===== config.mk =====
export PLATFORM = sky130hd
export DESIGN_NAME = ula_seq
export DESIGN_NICKNAME = d
export VERILOG_FILES = /design/src/rtl/ula_pkg.sv /design/src/rtl/ula_core.sv /design/src/rtl/ula_seq.sv
export SDC_FILE = /design/constraint.sdc
export NUM_CORES = 1
export LEC_CHECK = 0
export CAP_MARGIN = 20
export CORE_MARGIN = 3
export CORE_UTILIZATION = 35
export CTS_BUF_LIST = sky130_fd_sc_hd__clkbuf_16
export CTS_CLUSTER_DIAMETER = 40
export DETAILED_ROUTE_END_ITERATION = 8
export HOLD_SLACK_MARGIN = 0.08
export SYNTH_ARGS = -nofsm -noshare
export SYNTH_HDL_FRONTEND = slang
export SYNTH_SLANG_ARGS = --single-unit

===== constraint.sdc =====
create_clock -name clk -period 5.5 [get_ports clk]
set_input_delay 0.55 -clock clk [delete_from_list [all_inputs] [get_ports clk]]
set_output_delay 0.55 -clock clk [all_outputs]
set_load 0.01 [all_outputs]

===== src/rtl/ula_pkg.sv =====
// ============================================================================
// Module      : ula_pkg
// Description : Shared opcode, FSM state and flag types for the sequential ULA.
// Revision    : 1.0 - initial release
// ============================================================================
`default_nettype none

package ula_pkg;

  typedef enum logic [2:0] {
    OP_AND = 3'b000,
    OP_OR  = 3'b001,
    OP_ADD = 3'b010,
    OP_SUB = 3'b011,
    OP_XOR = 3'b100,
    OP_SHL = 3'b101,
    OP_MUL = 3'b110,
    OP_CLR = 3'b111
  } opcode_e;

  typedef enum logic [0:0] {
    IDLE = 1'b0,
    MUL  = 1'b1
  } state_e;

  typedef struct packed {
    logic o;
    logic c;
    logic z;
    logic n;
  } flags_t;

endpackage

`default_nettype wire


===== src/rtl/ula_core.sv =====
// ============================================================================
// Module      : ula_core
// Description : Combinational single-cycle ALU ops (AND/OR/ADD/SUB/XOR/SHL/CLR).
// Revision    : 1.0 - initial release
// ============================================================================
`default_nettype none

module ula_core
  import ula_pkg::*;
#(
  parameter int WIDTH = 8
) (
  input  logic [WIDTH-1:0] i_a,
  input  logic [WIDTH-1:0] i_b,
  input  opcode_e          i_opcode,
  output logic [WIDTH-1:0] o_result,
  output flags_t           o_flags
);

  localparam int SHW = $clog2(WIDTH);

  logic [WIDTH:0]   w_sum;
  logic [WIDTH:0]   w_diff;
  logic [WIDTH:0]   w_shl;
  logic [SHW-1:0]   w_shamt;
  logic [WIDTH-1:0] w_result;
  logic             w_o;
  logic             w_c;

  assign w_sum   = {1'b0, i_a} + {1'b0, i_b};
  assign w_diff  = {1'b0, i_a} - {1'b0, i_b};
  assign w_shamt = i_b[SHW-1:0];
  // Bit WIDTH of the extended shift is A[WIDTH-shamt], and stays 0 for shamt=0.
  assign w_shl   = {1'b0, i_a} << w_shamt;

  always_comb begin
    w_result = '0;
    w_o      = 1'b0;
    w_c      = 1'b0;
    case (i_opcode)
      OP_AND: w_result = i_a & i_b;
      OP_OR:  w_result = i_a | i_b;
      OP_XOR: w_result = i_a ^ i_b;
      OP_ADD: begin
        w_result = w_sum[WIDTH-1:0];
        w_c      = w_sum[WIDTH];
        w_o      = (i_a[WIDTH-1] == i_b[WIDTH-1]) && (w_sum[WIDTH-1] != i_a[WIDTH-1]);
      end
      OP_SUB: begin
        w_result = w_diff[WIDTH-1:0];
        w_c      = w_diff[WIDTH];
        w_o      = (i_a[WIDTH-1] != i_b[WIDTH-1]) && (w_diff[WIDTH-1] != i_a[WIDTH-1]);
      end
      OP_SHL: begin
        w_result = w_shl[WIDTH-1:0];
        w_c      = w_shl[WIDTH];
      end
      default: w_result = '0;
    endcase
  end

  assign o_result = w_result;
  assign o_flags  = '{o: w_o, c: w_c, z: ~|w_result, n: w_result[WIDTH-1]};

endmodule

`default_nettype wire


===== src/rtl/ula_seq.sv =====
// ============================================================================
// Module      : ula_seq
// Description : Registered, handshaked ALU with accumulator, O/C/Z/N flags and
//               a WIDTH-cycle shift-add multiplier.
// Revision    : 1.0 - initial release
// ============================================================================
`default_nettype none

module ula_seq
  import ula_pkg::*;
#(
  parameter int WIDTH = 8
) (
  input  logic             clk,
  input  logic             rst,
  input  logic             start,
  input  logic [WIDTH-1:0] A,
  input  logic [WIDTH-1:0] B,
  input  logic [2:0]       opcode,
  input  logic             use_acc,
  output logic             busy,
  output logic             done,
  output logic [WIDTH-1:0] Saida,
  output logic             FLAG_O,
  output logic             FLAG_C,
  output logic             FLAG_Z,
  output logic             FLAG_N
);

  localparam int             SHW    = $clog2(WIDTH);
  localparam logic [SHW-1:0] C_LAST = SHW'(WIDTH - 1);

  state_e             state_q,  state_d;
  logic [WIDTH-1:0]   saida_q,  saida_d;
  flags_t             flags_q,  flags_d;
  logic               done_q,   done_d;
  logic [2*WIDTH-1:0] mcand_q,  mcand_d;
  logic [2*WIDTH-1:0] prod_q,   prod_d;
  logic [WIDTH-1:0]   mplier_q, mplier_d;
  logic [SHW-1:0]     cnt_q,    cnt_d;

  opcode_e            w_op;
  logic [WIDTH-1:0]   w_a_op;
  logic [WIDTH-1:0]   w_core_result;
  flags_t             w_core_flags;
  logic [2*WIDTH-1:0] w_step_prod;

  assign w_op   = opcode_e'(opcode);
  assign w_a_op = use_acc ? saida_q : A;

  ula_core #(
    .WIDTH (WIDTH)
  ) u_core (
    .i_a      (w_a_op),
    .i_b      (B),
    .i_opcode (w_op),
    .o_result (w_core_result),
    .o_flags  (w_core_flags)
  );

  assign w_step_prod = prod_q + (mplier_q[0] ? mcand_q : '0);

  always_comb begin
    state_d  = state_q;
    saida_d  = saida_q;
    flags_d  = flags_q;
    done_d   = 1'b0;
    mcand_d  = mcand_q;
    prod_d   = prod_q;
    mplier_d = mplier_q;
    cnt_d    = cnt_q;
    case (state_q)
      IDLE: begin
        if (start) begin
          if (w_op == OP_MUL) begin
            state_d  = MUL;
            mcand_d  = {{WIDTH{1'b0}}, w_a_op};
            mplier_d = B;
            prod_d   = '0;
            cnt_d    = '0;
          end else begin
            saida_d = w_core_result;
            flags_d = w_core_flags;
            done_d  = 1'b1;
          end
        end
      end
      MUL: begin
        // One multiplier bit per cycle, LSB first; result lands on the last step.
        mcand_d  = mcand_q << 1;
        mplier_d = mplier_q >> 1;
        prod_d   = w_step_prod;
        cnt_d    = cnt_q + SHW'(1);
        if (cnt_q == C_LAST) begin
          state_d = IDLE;
          saida_d = w_step_prod[WIDTH-1:0];
          flags_d = '{o: |w_step_prod[2*WIDTH-1:WIDTH],
                      c: 1'b0,
                      z: ~|w_step_prod[WIDTH-1:0],
                      n: w_step_prod[WIDTH-1]};
          done_d  = 1'b1;
        end
      end
      default: state_d = IDLE;
    endcase
  end

  always_ff @(posedge clk) begin
    if (rst) begin
      state_q  <= IDLE;
      saida_q  <= '0;
      flags_q  <= '0;
      done_q   <= 1'b0;
      mcand_q  <= '0;
      prod_q   <= '0;
      mplier_q <= '0;
      cnt_q    <= '0;
    end else begin
      state_q  <= state_d;
      saida_q  <= saida_d;
      flags_q  <= flags_d;
      done_q   <= done_d;
      mcand_q  <= mcand_d;
      prod_q   <= prod_d;
      mplier_q <= mplier_d;
      cnt_q    <= cnt_d;
    end
  end

  assign busy   = (state_q == MUL);
  assign done   = done_q;
  assign Saida  = saida_q;
  assign FLAG_O = flags_q.o;
  assign FLAG_C = flags_q.c;
  assign FLAG_Z = flags_q.z;
  assign FLAG_N = flags_q.n;

endmodule

`default_nettype wire


==> impl_metrics.py <==
metrics = {
    "finish": {
        "diodes": 0,
        "final_common_cell": "a21oi_1",
        "area_delta_synth_final_pct": 12.94,
        "final_layout_size_suffix_gt1_share_pct": 3.967,
        "layout.area.seq_mm2": 0.001122,
        "nets": 672,
        "nFillCells": 1253,
        "final_cell_mix": "78 x a21oi_1, 63 x nor2_1, 57 x nand2_1, 55 x dfxtp_1, 42 x ha_1",
        "multi_input_area_mm2": 0.003142,
    },
    "clock_network": {
        "clkSinkCount": 56,
        "clockBufferDepth": 2,
        "cts_resized": 0,
        "root_buffer": "clkbuf_16",
        "cts_made_buffers": 5,
        "cts_tree": "done",
        "h-tree-depth": 2,
        "path_clk_slew_ns": 0.07,
        "clock_latency_ns": 0.29,
        "post_cts_buffers": 0,
        "postCtsHoldBufs": 0,
    },
    "sta": {
        "finalSetupTns_ns": 0,
        "clock_skew_ns": 0.01069,
        "rsz0062_at_grt": "false",
        "period_minus_slack_ns": 3.978,
        "maxSlewViolCount": 0,
        "fin_crit_sh_pct": 72.33,
        "setup_ws_ns": 1.522,
        "tightest_slew_ns": 1.021,
        "setup-violations-final": 0,
        "max_freq_mhz": 251.4,
        "slew_headroom_pct": 31.76,
        "finalHoldViolations": 0,
    },
    "critical_path": {
        "cp_top_family": "buffers and inverters",
        "cp.required_ns": 5.71,
        "crit_buf_inv": 2,
        "cp_data_arrival_time_ns": 4.19,
        "slowest_stage": "clkdlybuf4s50_1",
        "max_stage_delay_ns": 0.77,
        "cpMostUsedCell": "mux2i_1",
        "path_max_fanout": 9,
        "start_kind": "primary input",
        "endpoint_kind": "flip-flop",
        "cp_cell_sequence": "clkdlybuf4s50_1 -> mux2i_1 -> inv_1 -> fa_1 -> a21o_1 -> a21oi_1 -> mux2i_1 -> xnor2_1 -> a221oi_1 -> nand2_1 -> nor4_1 -> o2bb2ai_1",
        "path_class": "primary input to flip-flop",
    },
    "yosys": {
        "synth_ff_type": "dfxtp_1",
        "synth_seq_cells": 56,
        "async_flop_share_pct": 0,
        "synth_area_per_cell_um2": 7.630,
        "yosysSeqAreaShare_pct": 24.78,
        "synth_cell_types": 63,
        "syn_area_mm2": 0.004524,
        "synth-edff-count": 0,
        "synthCells": 593,
        "syn_nets": 661,
        "yosysWarnings": 0,
    },
    "global_routing": {
        "grt_pass1_wl_um": 20740,
        "grt_use_total_pct": 17.37,
        "grt_overflow": 0,
        "grt_pass1_vias": 4134,
        "antenna_found_initial": 0,
        "grt_max_degree": 58,
    },
    "drt": {
        "ant_nets": 0,
        "dr_total_vias": 4304,
        "first_pass_iters": 5,
        "wl_per_cell_um": 16.32,
        "first_iter_violations": 323,
        "detail_route.vias_per_cell": 5.568,
        "routed_wl_um": 12610,
        "drc": 0,
    },
    "power_and_ir_drop": {
        "ir_worst_vdd_mv": 0.1070,
        "p_int_uw": 691.6,
        "p_per_area_mw_per_mm2": 195.9,
        "seqPwrFrac_pct": 42.9,
        "power_leakage_uw": 0.002161,
        "combPwrFrac_pct": 26.2,
        "swShare_pct": 30.90,
        "finalPower_uw": 1001,
        "pwr-share-clk_pct": 30.9,
        "p_sw_uw": 309.3,
    },
    "floorplanning": {
        "core-area_mm2": 0.01231,
        "dieArea_mm2": 0.01433,
        "io_pins": 37,
        "die_h_um": 119.7,
        "start_util_pct": 36.75,
        "die_w_um": 119.7,
        "rows": 40,
    },
    "outcome": {
        "outcome": "complete, no violations",
    },
    "place": {
        "port_buffers": 36,
        "hpwl_um": 9335,
        "globalplace.congestion": 0.9176,
        "pre_cts_ws_ns": 1.264,
    },
    "flow_run": {
        "cap_violations": 0,
    },
    "hold_path": {
        "holdCritPathClass": "flip-flop to flip-flop",
    },
}
-- cell usage after synthesis (3+ instances only) --
library cell,n,share of area (%)
and3_1,17,2.4
nor2b_1,3,0.41
buf_1,4,0.33
a211oi_1,17,2.8
nand2_1,57,4.7
ha_1,42,12
o211ai_1,5,0.83
nor2_1,63,5.2
nand3_1,12,1.3
o22ai_1,8,1.1
dfxtp_1,56,25
o21bai_1,4,0.66
or4_1,3,0.50
a31oi_1,3,0.41
clkinv_1,4,0.33
clkbuf_1,28,2.3
o21ai_0,18,2.0
nand4_1,4,0.55
o221ai_1,3,0.58
a21oi_1,78,8.6
o21ai_1,5,0.55
nor3_1,9,1.0
xor2_1,7,1.4
fa_1,3,1.3
a2111oi_0,3,0.58
inv_1,23,1.9
xnor2_1,15,2.9
nand2b_1,7,0.97
and2_1,16,2.2
a21o_1,9,1.5
mux2i_1,23,5.1
-- power groups by stage --
stage | Sequential (uW) | Combinational (uW) | Clock [uW]
2_1_floorplan | 435 | 178 | 0
5_1_grt | 431 | 291 | 334
3_5_place_dp | 438 | 260 | 0
4_1_cts | 429 | 261 | 319
3_3_place_gp | 438 | 257 | 0
6_report | 429 | 263 | 309
-- metrics by stage --
stage / utilization [%] / std cells / hold slack, ns / instance area, um2
finish: 41.50 / 773 / 0.4763 / 5110
CTS: 41.50 / 773 / 0.4774 / 5110
global route: 41.50 / 773 / 0.5044 / 5110
global placement: 40.36 / 765 / 0.4633 / 4969
floorplan: - / 593 / 0.4522 / 4524
detailed placement: 40.36 / 765 / 0.4658 / 4969
-- final timing paths --
check | from | endpoint | slack [ns] | cells after the start
max | use_acc | FLAG_Z$_SDFFE_PP0P_ | 1.52 | 12
min | prod_q[3]$_SDFFE_PP0P_ | prod_q[3]$_SDFFE_PP0P_ | 0.48 | 2
max reg2reg | mplier_q[0]$_SDFFE_PP0P_ | FLAG_O$_SDFFE_PP0P_ | 2.26 | 10
min reg2reg | prod_q[3]$_SDFFE_PP0P_ | prod_q[3]$_SDFFE_PP0P_ | 0.48 | 2
-- per-layer routing --
metal,vias to the layer above,GRT usage (%),routed length [um]
li1,2143,-,-
met1,2058,23.24,5915
met2,92,29.45,6107
met3,11,2.922,496
met4,0,3.722,94
met5,-,0,0
-- cell families (layout without fill, tap and decap cells) --
logic type                 after synthesis  in the layout  synth area share [%]
and+or+nand+nor                        201            201                 21.10
DFF                                     56             56                 24.78
AOI/OAI and AO/OA                      178            178                 24.56
muxes                                   27             27                 6.582
buffers and inverters                   64             76                 5.780
xor gates and xnor gates                22             22                 4.259
adders and majority gates               45             45                 12.94
-- worst register-to-register path, stage by stage (launching register included) --
cell and delay (ns):
dfxtp_1 0.48, and2_1 0.25, ha_1 0.21, fa_1 0.43, a211oi_1 0.32, o211ai_1 0.19
a41oi_1 0.39, xnor2_1 0.15, a2111oi_0 0.34, and4b_1 0.27, a31oi_1 0.08
-- final cells by class --
| class | instances | share of cell area (%) |
|---|---|---|
| clock buffer | 5 | 2.449 |
| timing repair buffer | 41 | 7.689 |
| sequential | 56 | 21.96 |
| multi-input combinational | 473 | 61.48 |
| clock inverter | 3 | 0.3183 |
| inverter | 27 | 1.983 |
| tap | 168 | 4.114 |
-- registers in the layout, summed over array words and instances, names as in the netlist --
name,cells
FLAG_Z,1
FLAG_C,1
done,1
Saida,7
busy,1
mcand_q,16
prod_q,16
FLAG_O,1
mplier_q,8
FLAG_N,1
cnt_q,3
Note: power is estimated with default switching activity, not from simulation.
